File: src/rtl/button_debounce_pkg.sv
// Shared constants for the DE0-Nano key conditioning logic.
// Keys on the board are active-low, so an idle (released) key reads high.
package button_debounce_pkg;

    // 1 ms of stability at a 50 MHz system clock.
    localparam int unsigned DEFAULT_DEBOUNCE_CYCLES = 50000;

    // Smallest counter width whose range covers DEFAULT_DEBOUNCE_CYCLES.
    localparam int unsigned DEFAULT_CNT_W = 16;

    // Level of a released key; synchronisers and outputs start here.
    localparam logic KEY_IDLE_LEVEL = 1'b1;

endpackage

File: src/rtl/button_debounce_channel.sv
// One key channel: two-flop synchroniser, stability counter, debounced
// output flop and one-cycle press/release strobes.
module button_debounce_channel
    import button_debounce_pkg::*;
#(
    parameter int unsigned DEBOUNCE_CYCLES = DEFAULT_DEBOUNCE_CYCLES,
    parameter int unsigned CNT_W           = DEFAULT_CNT_W,
    parameter logic        RESET_BIT       = KEY_IDLE_LEVEL
) (
    input  logic clk,
    input  logic reset,
    input  logic button_raw,
    output logic debounced,
    output logic fall_pulse,
    output logic rise_pulse,
    output logic settling
);

    // The counter value at which the new level has been stable long enough.
    localparam logic [CNT_W-1:0] CNT_LAST = CNT_W'(DEBOUNCE_CYCLES - 1);

    logic             sync1_q, sync1_d;
    logic             sync2_q, sync2_d;
    logic             debounced_q, debounced_d;
    logic [CNT_W-1:0] cnt_q, cnt_d;
    logic             fall_q, fall_d;
    logic             rise_q, rise_d;
    logic             settling_q, settling_d;

    // Next-state logic: synchronise, then only accept a level that held for the whole window.
    always_comb begin
        sync1_d     = button_raw;
        sync2_d     = sync1_q;
        debounced_d = debounced_q;
        cnt_d       = cnt_q;
        fall_d      = 1'b0;
        rise_d      = 1'b0;
        settling_d  = sync2_q ^ debounced_q;

        if (sync2_q == debounced_q) begin
            cnt_d = '0;
        end else if (cnt_q == CNT_LAST) begin
            debounced_d = sync2_q;
            cnt_d       = '0;
            fall_d      = ~sync2_q;
            rise_d      = sync2_q;
        end else begin
            cnt_d = cnt_q + CNT_W'(1);
        end
    end

    // State flops; reset returns the channel to the idle key level with no strobes.
    always_ff @(posedge clk or posedge reset) begin
        if (reset) begin
            sync1_q     <= RESET_BIT;
            sync2_q     <= RESET_BIT;
            debounced_q <= RESET_BIT;
            cnt_q       <= '0;
            fall_q      <= 1'b0;
            rise_q      <= 1'b0;
            settling_q  <= 1'b0;
        end else begin
            sync1_q     <= sync1_d;
            sync2_q     <= sync2_d;
            debounced_q <= debounced_d;
            cnt_q       <= cnt_d;
            fall_q      <= fall_d;
            rise_q      <= rise_d;
            settling_q  <= settling_d;
        end
    end

    assign debounced  = debounced_q;
    assign fall_pulse = fall_q;
    assign rise_pulse = rise_q;
    assign settling   = settling_q;

endmodule

File: src/rtl/button_debounce.sv
// Debounces the raw KEY pins before they reach the button PIO.
// Each channel is independent; the top only combines the settling flags.
module button_debounce
    import button_debounce_pkg::*;
#(
    parameter int unsigned       WIDTH           = 2,
    parameter int unsigned       DEBOUNCE_CYCLES = DEFAULT_DEBOUNCE_CYCLES,
    parameter int unsigned       CNT_W           = DEFAULT_CNT_W,
    parameter logic [WIDTH-1:0]  RESET_LEVEL     = {WIDTH{KEY_IDLE_LEVEL}}
) (
    input  logic             clk,
    input  logic             reset,
    input  logic [WIDTH-1:0] button_raw,
    output logic [WIDTH-1:0] debounced,
    output logic [WIDTH-1:0] fall_pulse,
    output logic [WIDTH-1:0] rise_pulse,
    output logic             settling
);

    logic [WIDTH-1:0] settling_flags;

    // One debounce channel per key pin.
    for (genvar i = 0; i < WIDTH; i++) begin : g_chan
        button_debounce_channel #(
            .DEBOUNCE_CYCLES (DEBOUNCE_CYCLES),
            .CNT_W           (CNT_W),
            .RESET_BIT       (RESET_LEVEL[i])
        ) u_chan (
            .clk        (clk),
            .reset      (reset),
            .button_raw (button_raw[i]),
            .debounced  (debounced[i]),
            .fall_pulse (fall_pulse[i]),
            .rise_pulse (rise_pulse[i]),
            .settling   (settling_flags[i])
        );
    end

    // Any channel with a pending level change counts as settling.
    assign settling = |settling_flags;

endmodule
File: config.mk
export PLATFORM = sky130hd
export DESIGN_NAME = button_debounce
export DESIGN_NICKNAME = d
export VERILOG_FILES = /design/src/rtl/button_debounce_pkg.sv /design/src/rtl/button_debounce_channel.sv /design/src/rtl/button_debounce.sv
export SDC_FILE = /design/constraint.sdc
export NUM_CORES = 1
export LEC_CHECK = 0
export CORE_MARGIN = 8
export CORE_UTILIZATION = 53
export DETAILED_ROUTE_END_ITERATION = 6
export GPL_ROUTABILITY_DRIVEN = 1
export PLACE_DENSITY = 0.75
export SYNTH_ARGS = -nofsm -noshare
export SYNTH_HDL_FRONTEND = slang
export SYNTH_SLANG_ARGS = --single-unit
File: constraint.sdc
create_clock -name clk -period 1.45 [get_ports clk]
set_input_delay 0.2175 -clock clk [delete_from_list [all_inputs] [get_ports clk]]
set_output_delay 0.2175 -clock clk [all_outputs]
set_load 0.005 [all_outputs]
==> results.sh <==
export IMPL_reg2regPathDepth=5
export IMPL_cp_slowest_cell="or4_1"
export IMPL_ys_seq_elements=44
export IMPL_port_buffers=10
export IMPL_grt_overflow_total=0
export IMPL_ant_nets=0
export IMPL_multi_input_area_um2=1060
export IMPL_synth_seq_area_share_pct=54.7
export IMPL_slew_viol_final=0
export IMPL_synth_warnings=0
export IMPL_netlist_area_um2=2030
export IMPL_grt_use_total_pct=16.3
export IMPL_syn_nets=192
export IMPL_post_route_min_period_ns=1.52
export IMPL_antenna_found_initial=0
export IMPL_die_width_um=77.8
export IMPL_firstDrtPassIters=4
export IMPL_setup_ws_ns=-0.0650
export IMPL_insertion_delay_ns=0.30
export IMPL_cts_root_buf="clkbuf_8"
export IMPL_final_common_cell="buf_4"
export IMPL_initialDrtViolationCount=52
export IMPL_regToRegStartpoint="g_chan[1].u_chan.cnt_q[0]$_DFF_PP0_"
export IMPL_post_route_util_pct=77.9
export IMPL_period_share_pct=104
export IMPL_layout_drive_gt1_share_pct=41.3
export IMPL_diodes=0
export IMPL_slowest_delay_ns=0.44
export IMPL_grt_pass1_vias=1675
export IMPL_io_pins=11
export IMPL_max_slew_margin_pct=77.4
export IMPL_p_leak_nw=1.26
export IMPL_start_util_pct=55.3
export IMPL_regArea_um2=1110
export IMPL_ys_types=31
export IMPL_route_final_wire_length_mm=4.97
export IMPL_powerDensity_nw_per_um2=829
export IMPL_clock_sinks=44
export IMPL_grt_setup_unrepaired="true"
export IMPL_holdCritPathClass="primary input to async pin"
export IMPL_finalSetupViolations=9
export IMPL_status="complete, but fails checks"
export IMPL_r2r_setup_slack_ns=-0.07
export IMPL_routed_via_count=1618
export IMPL_cts_max_level=2
export IMPL_fmax_ghz=0.660
export IMPL_max_vdd_ir_drop_v=0.000823
export IMPL_num_rows=22
export IMPL_r2r_end="g_chan[1].u_chan.cnt_q[15]$_DFF_PP0_"
export IMPL_dieArea_um2=6060
export IMPL_final_hold_violation_count=0
export IMPL_grt_pass1_wl_mm=7.66
export IMPL_worstPathMaxFanout=3
export IMPL_skew_ns=0.0107
export IMPL_place_hpwl_mm=3.01
export IMPL_final_cell_mix="buf_4 (40), dfrtp_1 (35), nor2_1 (29), xnor2_1 (18), nand4_1 (10)"
export IMPL_vias_per_cell=5.58
export IMPL_gp_congestion=0.802
export IMPL_num_nets_final=247
export IMPL_wire_per_inst_um=17.1
export IMPL_n_fill_cell=224
export IMPL_cp_cell_sequence="buf_4 > and4_1 > nand4_1 > or4_1 > a21oi_2"
export IMPL_worstSetupPathType="register to register"
export IMPL_area_growth_pct=40.7
export IMPL_drv_cap=0
export IMPL_syn_inst=186
export IMPL_die_h_um=77.8
export IMPL_ctsHoldBuffers=0
export IMPL_holdWs_ns=0.265
export IMPL_drt_drc_violations_left=0
export IMPL_cts_buffer_depth=2
export IMPL_core_area_um2=3660
export IMPL_avgSynthCellArea_um2=10.9
export IMPL_clkTransAtPathRegs_ns=0.09
export IMPL_end_kind="register"
export IMPL_numCtsBuffers=5
export IMPL_grt_max_degree=45
export IMPL_worst_slew_pin_slew_ns=0.335
export IMPL_start_kind="register"
export IMPL_cts_tree="yes"
export IMPL_required_ns=1.69
export IMPL_violations="negative setup slack"
export IMPL_worstPathArrival_ns=1.75
cell families after synthesis:
family	synth area share, %
buf+inv	4.08
flops	54.7
xor+xnor	12.1
fa+ha+maj	1.24
compound gates	1.24
mux	1.11
simple gates	25.5
sequential cells by signal, summed over array words and instances, names as in the netlist:
name / count
g_chan.u_chan.debounced: 2
g_chan.u_chan.rise_pulse: 2
g_chan.u_chan.cnt_q: 32
g_chan.u_chan.settling: 2
g_chan.u_chan.fall_pulse: 2
g_chan.u_chan.sync2_q: 2
g_chan.u_chan.sync1_q: 2
area by class of cell:
cell class	instances	share of cell area [%]
Clock buffer	5	2.41
Tap cell	48	2.11
Sequential cell	44	39.0
Clock inverter	3	1.62
Timing Repair Buffer	57	17.0
Inverter	5	0.658
Multi-Input combinational cell	128	37.1
stage by stage:
step | setup TNS (ns) | total power [mW] | instances | worst slack (ns) | instance area [um2]
after global routing | -1.72 | 2.45 | 290 | -0.142 | 2850
final | -0.368 | 2.36 | 290 | -0.0650 | 2850
after floorplan | -0.118 | 1.35 | 186 | -0.0153 | 2030
after global placement | -0.788 | 1.40 | 272 | -0.0625 | 2420
after detailed placement | -2.62 | 1.40 | 272 | -0.119 | 2420
after CTS | -0.0227 | 2.37 | 289 | -0.0119 | 2690
synthesized netlist by cell type:
master / instances / area share, %
nand3_1: 9 / 2.2
xnor2_1: 18 / 7.8
and2_1: 1 / 0.31
nand3_4: 1 / 0.86
o31ai_1: 2 / 0.74
or2_4: 1 / 0.43
ha_1: 2 / 1.2
and3_1: 5 / 1.5
and4_1: 1 / 0.43
nand4_2: 2 / 1.2
a21oi_1: 2 / 0.49
nor4b_1: 3 / 1.3
buf_2: 3 / 0.74
nor3b_1: 4 / 1.5
mux2_2: 2 / 1.1
xor2_1: 10 / 4.3
clkbuf_1: 1 / 0.19
dfrtp_1: 38 / 47
nor2_1: 29 / 5.4
nand4_1: 10 / 3.1
inv_1: 5 / 0.93
or4_1: 2 / 0.74
and4b_1: 1 / 0.49
dfstp_2: 6 / 7.8
and4bb_2: 1 / 0.62
buf_4: 6 / 2.2
nor4_1: 5 / 1.5
nand2_1: 7 / 1.3
nor3_1: 7 / 1.7
or2_2: 1 / 0.31
nor4bb_1: 1 / 0.49
metal layers:
layer	up-vias	GRT usage [%]	part of all wire [%]	routed length (um)
li1	755	-	-	-
met1	809	15.7	38	1880
met2	40	29.1	54	2700
met3	14	5.07	3.5	173
met4	0	11.3	4.3	213
met5	-	0	0	0
where the power goes:
group	switching, mW	total [mW]	leakage [nW]	internal [mW]
Sequential	0.0238	1.28	0.579	1.25
Combinational	0.0672	0.126	0.625	0.0589
Clock	0.440	0.959	0.0548	0.519
Total	0.532	2.36	1.26	1.83
how the worst max path moves through the flow:
stage,endpoint,slack [ns],startpoint,cells past startpoint
2_1_floorplan,g_chan[0].u_chan.cnt_q[15]$_DFF_PP0_,-0.02,g_chan[0].u_chan.cnt_q[0]$_DFF_PP0_,4
3_5_place_dp,g_chan[1].u_chan.cnt_q[14]$_DFF_PP0_,-0.12,g_chan[1].u_chan.cnt_q[0]$_DFF_PP0_,5
4_1_cts,g_chan[0].u_chan.cnt_q[15]$_DFF_PP0_,-0.01,g_chan[0].u_chan.cnt_q[6]$_DFF_PP0_,5
5_1_grt,g_chan[1].u_chan.rise_pulse$_DFF_PP0_,-0.14,g_chan[1].u_chan.cnt_q[0]$_DFF_PP0_,6
6_report,g_chan[1].u_chan.cnt_q[15]$_DFF_PP0_,-0.07,g_chan[1].u_chan.cnt_q[0]$_DFF_PP0_,5
3_3_place_gp,g_chan[0].u_chan.cnt_q[9]$_DFF_PP0_,-0.06,g_chan[0].u_chan.cnt_q[13]$_DFF_PP0_,4
what timing repair did:
action | CTS | global route
resized for setup | 23 | 26
cloned | 1 | 0
pin swaps | 12 | 7
setup buffers | 8 | 1
endpoints found under the setup margin | 37 | 36
worst max-delay path, delay by kind of cell (launching register included):
family	cells	cell delay [ns]
AND/OR/NAND/NOR	3	0.79
buffers and inverters	1	0.13
flip-flops	1	0.40
AO/OA/AOI/OAI	1	0.13
Note: power is estimated with default switching activity, not from simulation.
